## src/rtl/pcs_tx_pkt_gen_pkg.sv

```systemverilog
// Shared PCS definitions for the TX packet generator: FSM states, block-type flags,
// preamble/SFD word, frame length limits and a byte-wise CRC-32 helper.
package pcs_tx_pkt_gen_pkg;

    typedef enum logic [2:0] {
        S_IDLE,
        S_START,
        S_DATA,
        S_TERM,
        S_IPG
    } state_t;

    typedef struct packed {
        logic       ctrl;
        logic       idle;
        logic [1:0] start;
        logic       term;
        logic       err;
    } blk_flags_t;

    localparam blk_flags_t BLK_IDLE  = '{ctrl: 1'b1, idle: 1'b1, start: 2'b00, term: 1'b0, err: 1'b0};
    localparam blk_flags_t BLK_START = '{ctrl: 1'b1, idle: 1'b0, start: 2'b01, term: 1'b0, err: 1'b0};
    localparam blk_flags_t BLK_DATA  = '{ctrl: 1'b0, idle: 1'b0, start: 2'b00, term: 1'b0, err: 1'b0};
    localparam blk_flags_t BLK_TERM  = '{ctrl: 1'b1, idle: 1'b0, start: 2'b00, term: 1'b1, err: 1'b0};

    // Seven 0x55 preamble bytes in lanes 0..6, SFD 0xD5 in lane 7
    localparam logic [63:0] PREAMBLE_SFD = 64'hD555_5555_5555_5555;

    localparam logic [10:0] MIN_FRAME_LEN = 11'd64;
    localparam logic [10:0] MAX_FRAME_LEN = 11'd1518;

    function automatic logic [10:0] clamp_len(input logic [10:0] len);
        if (len < MIN_FRAME_LEN)
            return MIN_FRAME_LEN;
        else if (len > MAX_FRAME_LEN)
            return MAX_FRAME_LEN;
        return len;
    endfunction

    function automatic logic [3:0] clamp_ipg(input logic [3:0] ipg);
        return (ipg == 4'd0) ? 4'd1 : ipg;
    endfunction

    // Reflected CRC-32 (poly 0x04C11DB7), one byte per call
    function automatic logic [31:0] crc32_byte(input logic [31:0] crc, input logic [7:0] b);
        logic [31:0] c;
        c = crc ^ {24'd0, b};
        for (int i = 0; i < 8; i++)
            c = c[0] ? ((c >> 1) ^ 32'hEDB8_8320) : (c >> 1);
        return c;
    endfunction

endpackage

```

## src/rtl/pcs_pkt_gen_crc32.sv

```systemverilog
// Keep-masked 64-bit CRC-32 accumulator for the packet generator FCS.
// Only present when PCS_PKT_GEN_FCS_EN is defined.
`ifdef PCS_PKT_GEN_FCS_EN
module pcs_pkt_gen_crc32
    import pcs_tx_pkt_gen_pkg::*;
#(
    parameter  int DATA_W = 64,
    localparam int KEEP_W = DATA_W / 8
) (
    input  logic              clk,
    input  logic              nreset,
    input  logic              i_init,
    input  logic              i_en,
    input  logic [DATA_W-1:0] i_data,
    input  logic [KEEP_W-1:0] i_keep,
    output logic [31:0]       o_crc_next
);

    logic [31:0] r_crc;

    always_comb begin
        o_crc_next = r_crc;
        for (int j = 0; j < KEEP_W; j++) begin
            if (i_keep[j])
                o_crc_next = crc32_byte(o_crc_next, i_data[8*j +: 8]);
        end
    end

    always_ff @(posedge clk or negedge nreset) begin
        if (!nreset)
            r_crc <= 32'hFFFF_FFFF;
        else if (i_init)
            r_crc <= 32'hFFFF_FFFF;
        else if (i_en)
            r_crc <= o_crc_next;
    end

endmodule
`endif

```

## src/rtl/pcs_tx_pkt_gen.sv

```systemverilog
// 10G PCS TX test-frame generator: START / DATA / TERM / IPG blocks with a ready handshake.
// Define PCS_PKT_GEN_FCS_EN to replace the last 4 frame bytes with a real CRC-32 FCS.
module pcs_tx_pkt_gen
    import pcs_tx_pkt_gen_pkg::*;
#(
    parameter  int IS_10G      = 1,
    parameter  int DATA_W      = 64,
    localparam int KEEP_W      = DATA_W / 8,
    localparam int LANE0_CNT_N = 2
) (
    input  logic                   clk,
    input  logic                   nreset,
    input  logic                   en_i,
    input  logic [10:0]            len_i,
    input  logic [3:0]             ipg_i,
    input  logic                   ready_i,
    output logic                   ctrl_v_o,
    output logic                   idle_v_o,
    output logic                   term_v_o,
    output logic                   err_v_o,
    output logic [LANE0_CNT_N-1:0] start_v_o,
    output logic [DATA_W-1:0]      data_o,
    output logic [KEEP_W-1:0]      keep_o,
    output logic [31:0]            frame_cnt_o
);

    state_t            r_state;
    blk_flags_t        r_flags;
    logic [DATA_W-1:0] r_data;
    logic [KEEP_W-1:0] r_keep;
    logic [31:0]       r_frame_cnt;
    logic [10:0]       r_len;
    logic [10:0]       r_byte_idx;
    logic [3:0]        r_ipg;
    logic [3:0]        r_ipg_cnt;

    logic              w_go;
    logic              w_load_start;
    logic              w_load_payload;
    logic [10:0]       w_remain;
    logic              w_full;
    logic [3:0]        w_lane_n;
    logic [DATA_W-1:0] w_pat_data;
    logic [DATA_W-1:0] w_word_data;
    logic [KEEP_W-1:0] w_word_keep;

    assign w_go           = en_i && (IS_10G == 1);
    assign w_load_start   = ((r_state == S_IDLE) && w_go) ||
                            ((r_state == S_IPG) && (r_ipg_cnt == 4'd0) && w_go);
    assign w_load_payload = (r_state == S_START) || (r_state == S_DATA);

    // r_byte_idx always points at the first byte of the next payload word
    assign w_remain = r_len - r_byte_idx;
    assign w_full   = (w_remain >= 11'(KEEP_W));
    assign w_lane_n = w_full ? 4'(KEEP_W) : w_remain[3:0];

`ifdef PCS_PKT_GEN_FCS_EN
    logic [KEEP_W-1:0] w_crc_keep;
    logic [31:0]       w_crc_next;
    logic [31:0]       w_fcs;
    logic [10:0]       w_fcs_base;
    logic [1:0]        w_fcs_sel;

    assign w_fcs_base = r_len - 11'd4;
    assign w_fcs      = ~w_crc_next;

    pcs_pkt_gen_crc32 #(
        .DATA_W (DATA_W)
    ) u_crc (
        .clk        (clk),
        .nreset     (nreset),
        .i_init     (ready_i && w_load_start),
        .i_en       (ready_i && w_load_payload),
        .i_data     (w_pat_data),
        .i_keep     (w_crc_keep),
        .o_crc_next (w_crc_next)
    );
`endif

    always_comb begin
        w_pat_data  = '0;
        w_word_keep = '0;
`ifdef PCS_PKT_GEN_FCS_EN
        w_crc_keep  = '0;
`endif
        for (int j = 0; j < KEEP_W; j++) begin
            if (4'(j) < w_lane_n) begin
                w_word_keep[j]       = 1'b1;
                w_pat_data[8*j +: 8] = 8'(r_byte_idx + 11'(j));
`ifdef PCS_PKT_GEN_FCS_EN
                w_crc_keep[j]        = (r_byte_idx + 11'(j)) < w_fcs_base;
`endif
            end
        end
    end

`ifdef PCS_PKT_GEN_FCS_EN
    // Lanes that are valid but excluded from the CRC are the FCS lanes, LSB first
    always_comb begin
        w_word_data = w_pat_data;
        w_fcs_sel   = '0;
        for (int j = 0; j < KEEP_W; j++) begin
            w_fcs_sel = 2'(r_byte_idx + 11'(j) - w_fcs_base);
            if (w_word_keep[j] && !w_crc_keep[j])
                w_word_data[8*j +: 8] = w_fcs[{w_fcs_sel, 3'b000} +: 8];
        end
    end
`else
    assign w_word_data = w_pat_data;
`endif

    always_ff @(posedge clk or negedge nreset) begin
        if (!nreset) begin
            r_state     <= S_IDLE;
            r_flags     <= BLK_IDLE;
            r_data      <= '0;
            r_keep      <= '0;
            r_frame_cnt <= '0;
            r_len       <= MIN_FRAME_LEN;
            r_byte_idx  <= '0;
            r_ipg       <= 4'd1;
            r_ipg_cnt   <= '0;
        end else if (ready_i) begin
            if (w_load_start) begin
                r_state    <= S_START;
                r_flags    <= BLK_START;
                r_data     <= DATA_W'(PREAMBLE_SFD);
                r_keep     <= '1;
                r_len      <= clamp_len(len_i);
                r_ipg      <= clamp_ipg(ipg_i);
                r_byte_idx <= '0;
            end else if (w_load_payload) begin
                r_state    <= w_full ? S_DATA : S_TERM;
                r_flags    <= w_full ? BLK_DATA : BLK_TERM;
                r_data     <= w_word_data;
                r_keep     <= w_word_keep;
                r_byte_idx <= r_byte_idx + 11'(KEEP_W);
            end else begin
                case (r_state)
                    S_TERM: begin
                        r_state     <= S_IPG;
                        r_flags     <= BLK_IDLE;
                        r_data      <= '0;
                        r_keep      <= '0;
                        r_ipg_cnt   <= r_ipg - 4'd1;
                        r_frame_cnt <= r_frame_cnt + 32'd1;
                    end
                    S_IPG: begin
                        if (r_ipg_cnt == 4'd0)
                            r_state <= S_IDLE;
                        else
                            r_ipg_cnt <= r_ipg_cnt - 4'd1;
                    end
                    default: ;
                endcase
            end
        end
    end

    assign ctrl_v_o    = r_flags.ctrl;
    assign idle_v_o    = r_flags.idle;
    assign start_v_o   = r_flags.start;
    assign term_v_o    = r_flags.term;
    assign err_v_o     = r_flags.err;
    assign data_o      = r_data;
    assign keep_o      = r_keep;
    assign frame_cnt_o = r_frame_cnt;

endmodule

```

## config.mk

```make
export PLATFORM = sky130hd
export DESIGN_NAME = pcs_tx_pkt_gen
export DESIGN_NICKNAME = d
export VERILOG_FILES = /design/src/rtl/pcs_tx_pkt_gen_pkg.sv /design/src/rtl/pcs_pkt_gen_crc32.sv /design/src/rtl/pcs_tx_pkt_gen.sv
export SDC_FILE = /design/constraint.sdc
export NUM_CORES = 1
export LEC_CHECK = 0
export ABC_CLOCK_PERIOD_IN_PS = 7520
export BUFFER_PORTS_ARGS = -buffer_cell sky130_fd_sc_hd__buf_2
export CAP_MARGIN = 20
export CORE_MARGIN = 4
export CORE_UTILIZATION = 45
export DETAILED_ROUTE_END_ITERATION = 8
export GPL_TIMING_DRIVEN = 0
export MAX_ROUTING_LAYER = met4
export PLACE_DENSITY = 0.72
export SYNTH_ARGS = -nofsm -noshare
export SYNTH_HDL_FRONTEND = slang
export SYNTH_SLANG_ARGS = --single-unit
```

## constraint.sdc

```tcl
create_clock -name clk -period 7.52 [get_ports clk]
set_clock_uncertainty 0.2 [all_clocks]
set_input_delay 0 -clock clk [delete_from_list [all_inputs] [get_ports clk]]
set_output_delay 0 -clock clk [all_outputs]
set_load 0.03 [all_outputs]
```

==> flow_summary.toml <==
[sta]
min_period_ns = 3.259
max_slew.worst_pin.slew_ns = 0.7854
finalMaxSlewViolations = 0
hold_violations = 0
post-route-period-util = 0.4334
slew-limit-headroom = 0.4748
setup_violating_endpoint_count_in_the_final_report = 0
final.setup.tns_ns = 0
grt_setup_unrepaired = "false"
maxClockFrequency_mhz = 306.8

[floorplanning]
design.die.area_um2 = 14890
floorplan.io_pins = 129
die-height_um = 122.0
floorplan.rows = 41
die_x_extent_um = 122.0
core_region_area_um2 = 12670
start_util = 0.4616

[critical_path]
worst_path_most_repeated_cell = "sky130_fd_sc_hd__clkbuf_1"
critical_path_depth = 8
critPathTopFamily = "buffers and inverters"
rr_worst_depth = 8
cpPeakStageDelay_ns = 0.64
r2r_slack_ns = 4.26
path_cells = "or4_1 > nand2_1 > and4_1 > clkbuf_1 > clkbuf_1 > o211ai_1 > dlygate4sd3_1 > o21ai_0"
cp_slowest_cell = "sky130_fd_sc_hd__or4_1"
worst-path-max-fanout = 10
data_arrival_time_of_the_worst_path_ns = 3.38
critical_path_capture_point_type = "flip-flop"
criticalPathCategory = "flip-flop to flip-flop"
critPathBufInv = 3
crit_path_start_kind = "flip-flop"
worst_ep_required_time_ns = 7.64

[yosys]
synth-edff-count = 0
post_synth_mux_area_share = 0.007059
netlist-cell-type-count = 63
netlist_instances = 582
netlist.area_leader.share = 0.4963
synth_seq_area_share = 0.5142
post_synth_xor_area_fraction = 0.06439
synthArstFlopShare = 1.000
synth_top_family_by_area = "simple AND/OR/NAND/NOR gates"
synth_fa_ha_area_frac = 0.02695
syn_area_per_cell_um2 = 10.05
synth_compound_area_frac = 0.1613
ys_seq_elements = 120
yosys-top-cells-area = "sky130_fd_sc_hd__dfrtp_1 (50%), sky130_fd_sc_hd__nand2_1 (5.1%), sky130_fd_sc_hd__o21ai_0 (3.6%), sky130_fd_sc_hd__xnor2_1 (3.6%), sky130_fd_sc_hd__xor2_1 (2.8%)"
ys_warn_count = 0
yosysTopAreaCell = "sky130_fd_sc_hd__dfrtp_1"
post_synth_instance_area_um2 = 5849
dominant_synthesized_flop_cell = "sky130_fd_sc_hd__dfrtp_1"
synthSimpleGateAreaFrac = 0.1724

[grt]
global_route_wire_length_before_repair_um = 23960
grt_max_degree = 85
global_route.usage.total = 0.2096
grt_antenna_before_repair = 0
number_of_global_route_vias_before_repair = 4734
overflow = 0

[layout]
nets = 784
areaGrowthSynthToFinish_pct = 28.94
drive_above_1_share = 0.2608
n_antenna_cell = 0
mostFrequentLayoutCell = "sky130_fd_sc_hd__buf_2"
post-route-cell-area_um2 = 7542
layout.cells.most_common_list = "sky130_fd_sc_hd__buf_2 (125), sky130_fd_sc_hd__dfrtp_1 (116), sky130_fd_sc_hd__nand2_1 (79)"

[status]
run_status = "finished clean"

[routing]
post_drt_via_cell_ratio = 5.344
wirelength_um = 14930
route.detailed.wl_per_inst_um = 15.90
drt_first_pass_iters = 6
drt-initial-drc-count = 462
detailroute.via_count = 5018
post_route_antenna_net_violation_count = 0
drt_drc_violations_left = 0

[power_and_ir_drop]
static-leakage-power_uw = 0.003636
power.density_cell_area_nw_per_um2 = 444.9
design_power_total_uw = 3355
power.ir.vdd_worst_uv = 225.6

[placement]
placed_area_um2 = 6729
detailed_place_hpwl_um = 10730
gp_congestion = 0.9557
portBuffers = 123

[clock_tree]
h-tree-depth = 4
tritoncts.num_buffers = 17
cts_repair_resize_count = 0
cts_tree = "yes"
clock_insertion_delay_worst_skew_ns = 0.41
ctsRootBufferMaster = "sky130_fd_sc_hd__clkbuf_16"
clk_path_buf_depth = 2
clk_transition_reported_paths_ns = 0.06
cts.sinks = 120

[run]
max_cap_violations = 0

[hold_path]
min_path_cells = 3
hold_class = "primary input to flip-flop"
layer usage:
metal / up-vias / wire length, µm / track usage
li1: 2404 / - / -
met1: 2474 / 6506 / 0.2708
met2: 124 / 7483 / 0.3360
met3: 16 / 774 / 0.04318
met4: 0 / 163 / 0.06232
met5: - / 0 / -
cells by family (layout without fill, tap and decap cells):
family                   count (synthesis)  count (layout)
AND/OR/NAND/NOR                        199             199
multiplexers                             4               4
flip-flops                             120             120
XOR/XNOR                                43              43
adder cells (fa/ha/maj)                 13              13
other                                    1               5
buffers and inverters                   60             241
AO/OA/AOI/OAI                          142             142
report_power, final:
| part | total, µW | leakage, µW | internal, µW | switching [µW] |
|---|---|---|---|---|
| logic | 1600 | 0.00184 | 541 | 1050 |
| clock network | 756 | 0.000262 | 467 | 289 |
| registers | 1000 | 0.00154 | 856 | 148 |
layout make-up:
| cell class | count | area, µm² |
|---|---|---|
| fill | 1115 | 5129 |
| sequential | 120 | 3008 |
| multi-input combinational | 406 | 2546 |
| timing repair buffer | 149 | 904.6 |
| clock buffer | 19 | 452.9 |
| buffer | 41 | 239.0 |
| tap | 172 | 215.2 |
| clock inverter | 13 | 105.1 |
| inverter | 19 | 71.32 |
metrics by stage:
stage / worst slack, ns / hold slack, ns / util / cells
global placement: 4.463 / 0.01678 / 0.5284 / 881
CTS: 4.251 / 0.0006028 / 0.5948 / 938
detailed placement: 4.450 / -0.2783 / 0.5311 / 882
floorplan: 4.933 / -0.4956 / - / 586
global route: 4.090 / 0.07210 / 0.5952 / 939
finish: 4.261 / 0.004335 / 0.5952 / 939
synth_stat cells, types with 3 or more instances:
cell type                    n
sky130_fd_sc_hd__a31oi_1     4
sky130_fd_sc_hd__mux2i_1     3
sky130_fd_sc_hd__dfrtp_1   116
sky130_fd_sc_hd__nor3_1     11
sky130_fd_sc_hd__a221o_1     6
sky130_fd_sc_hd__nand2_1    79
sky130_fd_sc_hd__o21ai_1    14
sky130_fd_sc_hd__ha_1       11
sky130_fd_sc_hd__and4_1      3
sky130_fd_sc_hd__and2_1      3
sky130_fd_sc_hd__inv_1      18
sky130_fd_sc_hd__and3_1      8
sky130_fd_sc_hd__a22oi_1     8
sky130_fd_sc_hd__nand2b_1    4
sky130_fd_sc_hd__o21ai_0    42
sky130_fd_sc_hd__nand3_1    20
sky130_fd_sc_hd__a22o_1     16
sky130_fd_sc_hd__clkbuf_1   16
sky130_fd_sc_hd__dfstp_2     4
sky130_fd_sc_hd__nor2_1     39
sky130_fd_sc_hd__buf_4      22
sky130_fd_sc_hd__nand4_1    12
sky130_fd_sc_hd__o21a_1      4
sky130_fd_sc_hd__a21oi_1    25
sky130_fd_sc_hd__xor2_1     19
sky130_fd_sc_hd__xnor2_1    24
sky130_fd_sc_hd__nor4_2      3
worst paths after layout:
kind                                       from               to
worst max register to register     r_ipg_cnt[1]         r_len[1]
worst min-delay path                       en_i         r_len[3]
worst max-delay path               r_ipg_cnt[1]         r_len[1]
min in group asynchronous                nreset         r_len[6]
max in group asynchronous                nreset         ctrl_v_o
worst min register to register  frame_cnt_o[31]  frame_cnt_o[31]
tightest hold or removal path, delay by kind of cell:
family | cells | cell delay (ns)
AND/OR/NAND/NOR | 1 | 0.29
buffers and inverters | 1 | 0.14
AO/OA/AOI/OAI | 1 | 0.14
state kept, by name (all words and copies together) (netlist names):
register / count
r_state: 3
r_ipg: 4
idle_v_o: 1
ctrl_v_o: 1
r_ipg_cnt: 4
data_o: 51
term_v_o: 1
keep_o: 4
r_len: 11
r_byte_idx: 8
frame_cnt_o: 32
repair_timing:
action	CTS	global route
setup buffers	0	0
hold buffers	24	0
setup endpoints to repair	0	0
endpoints found under the hold margin	136	0
Power figures use the tool's default switching activity.
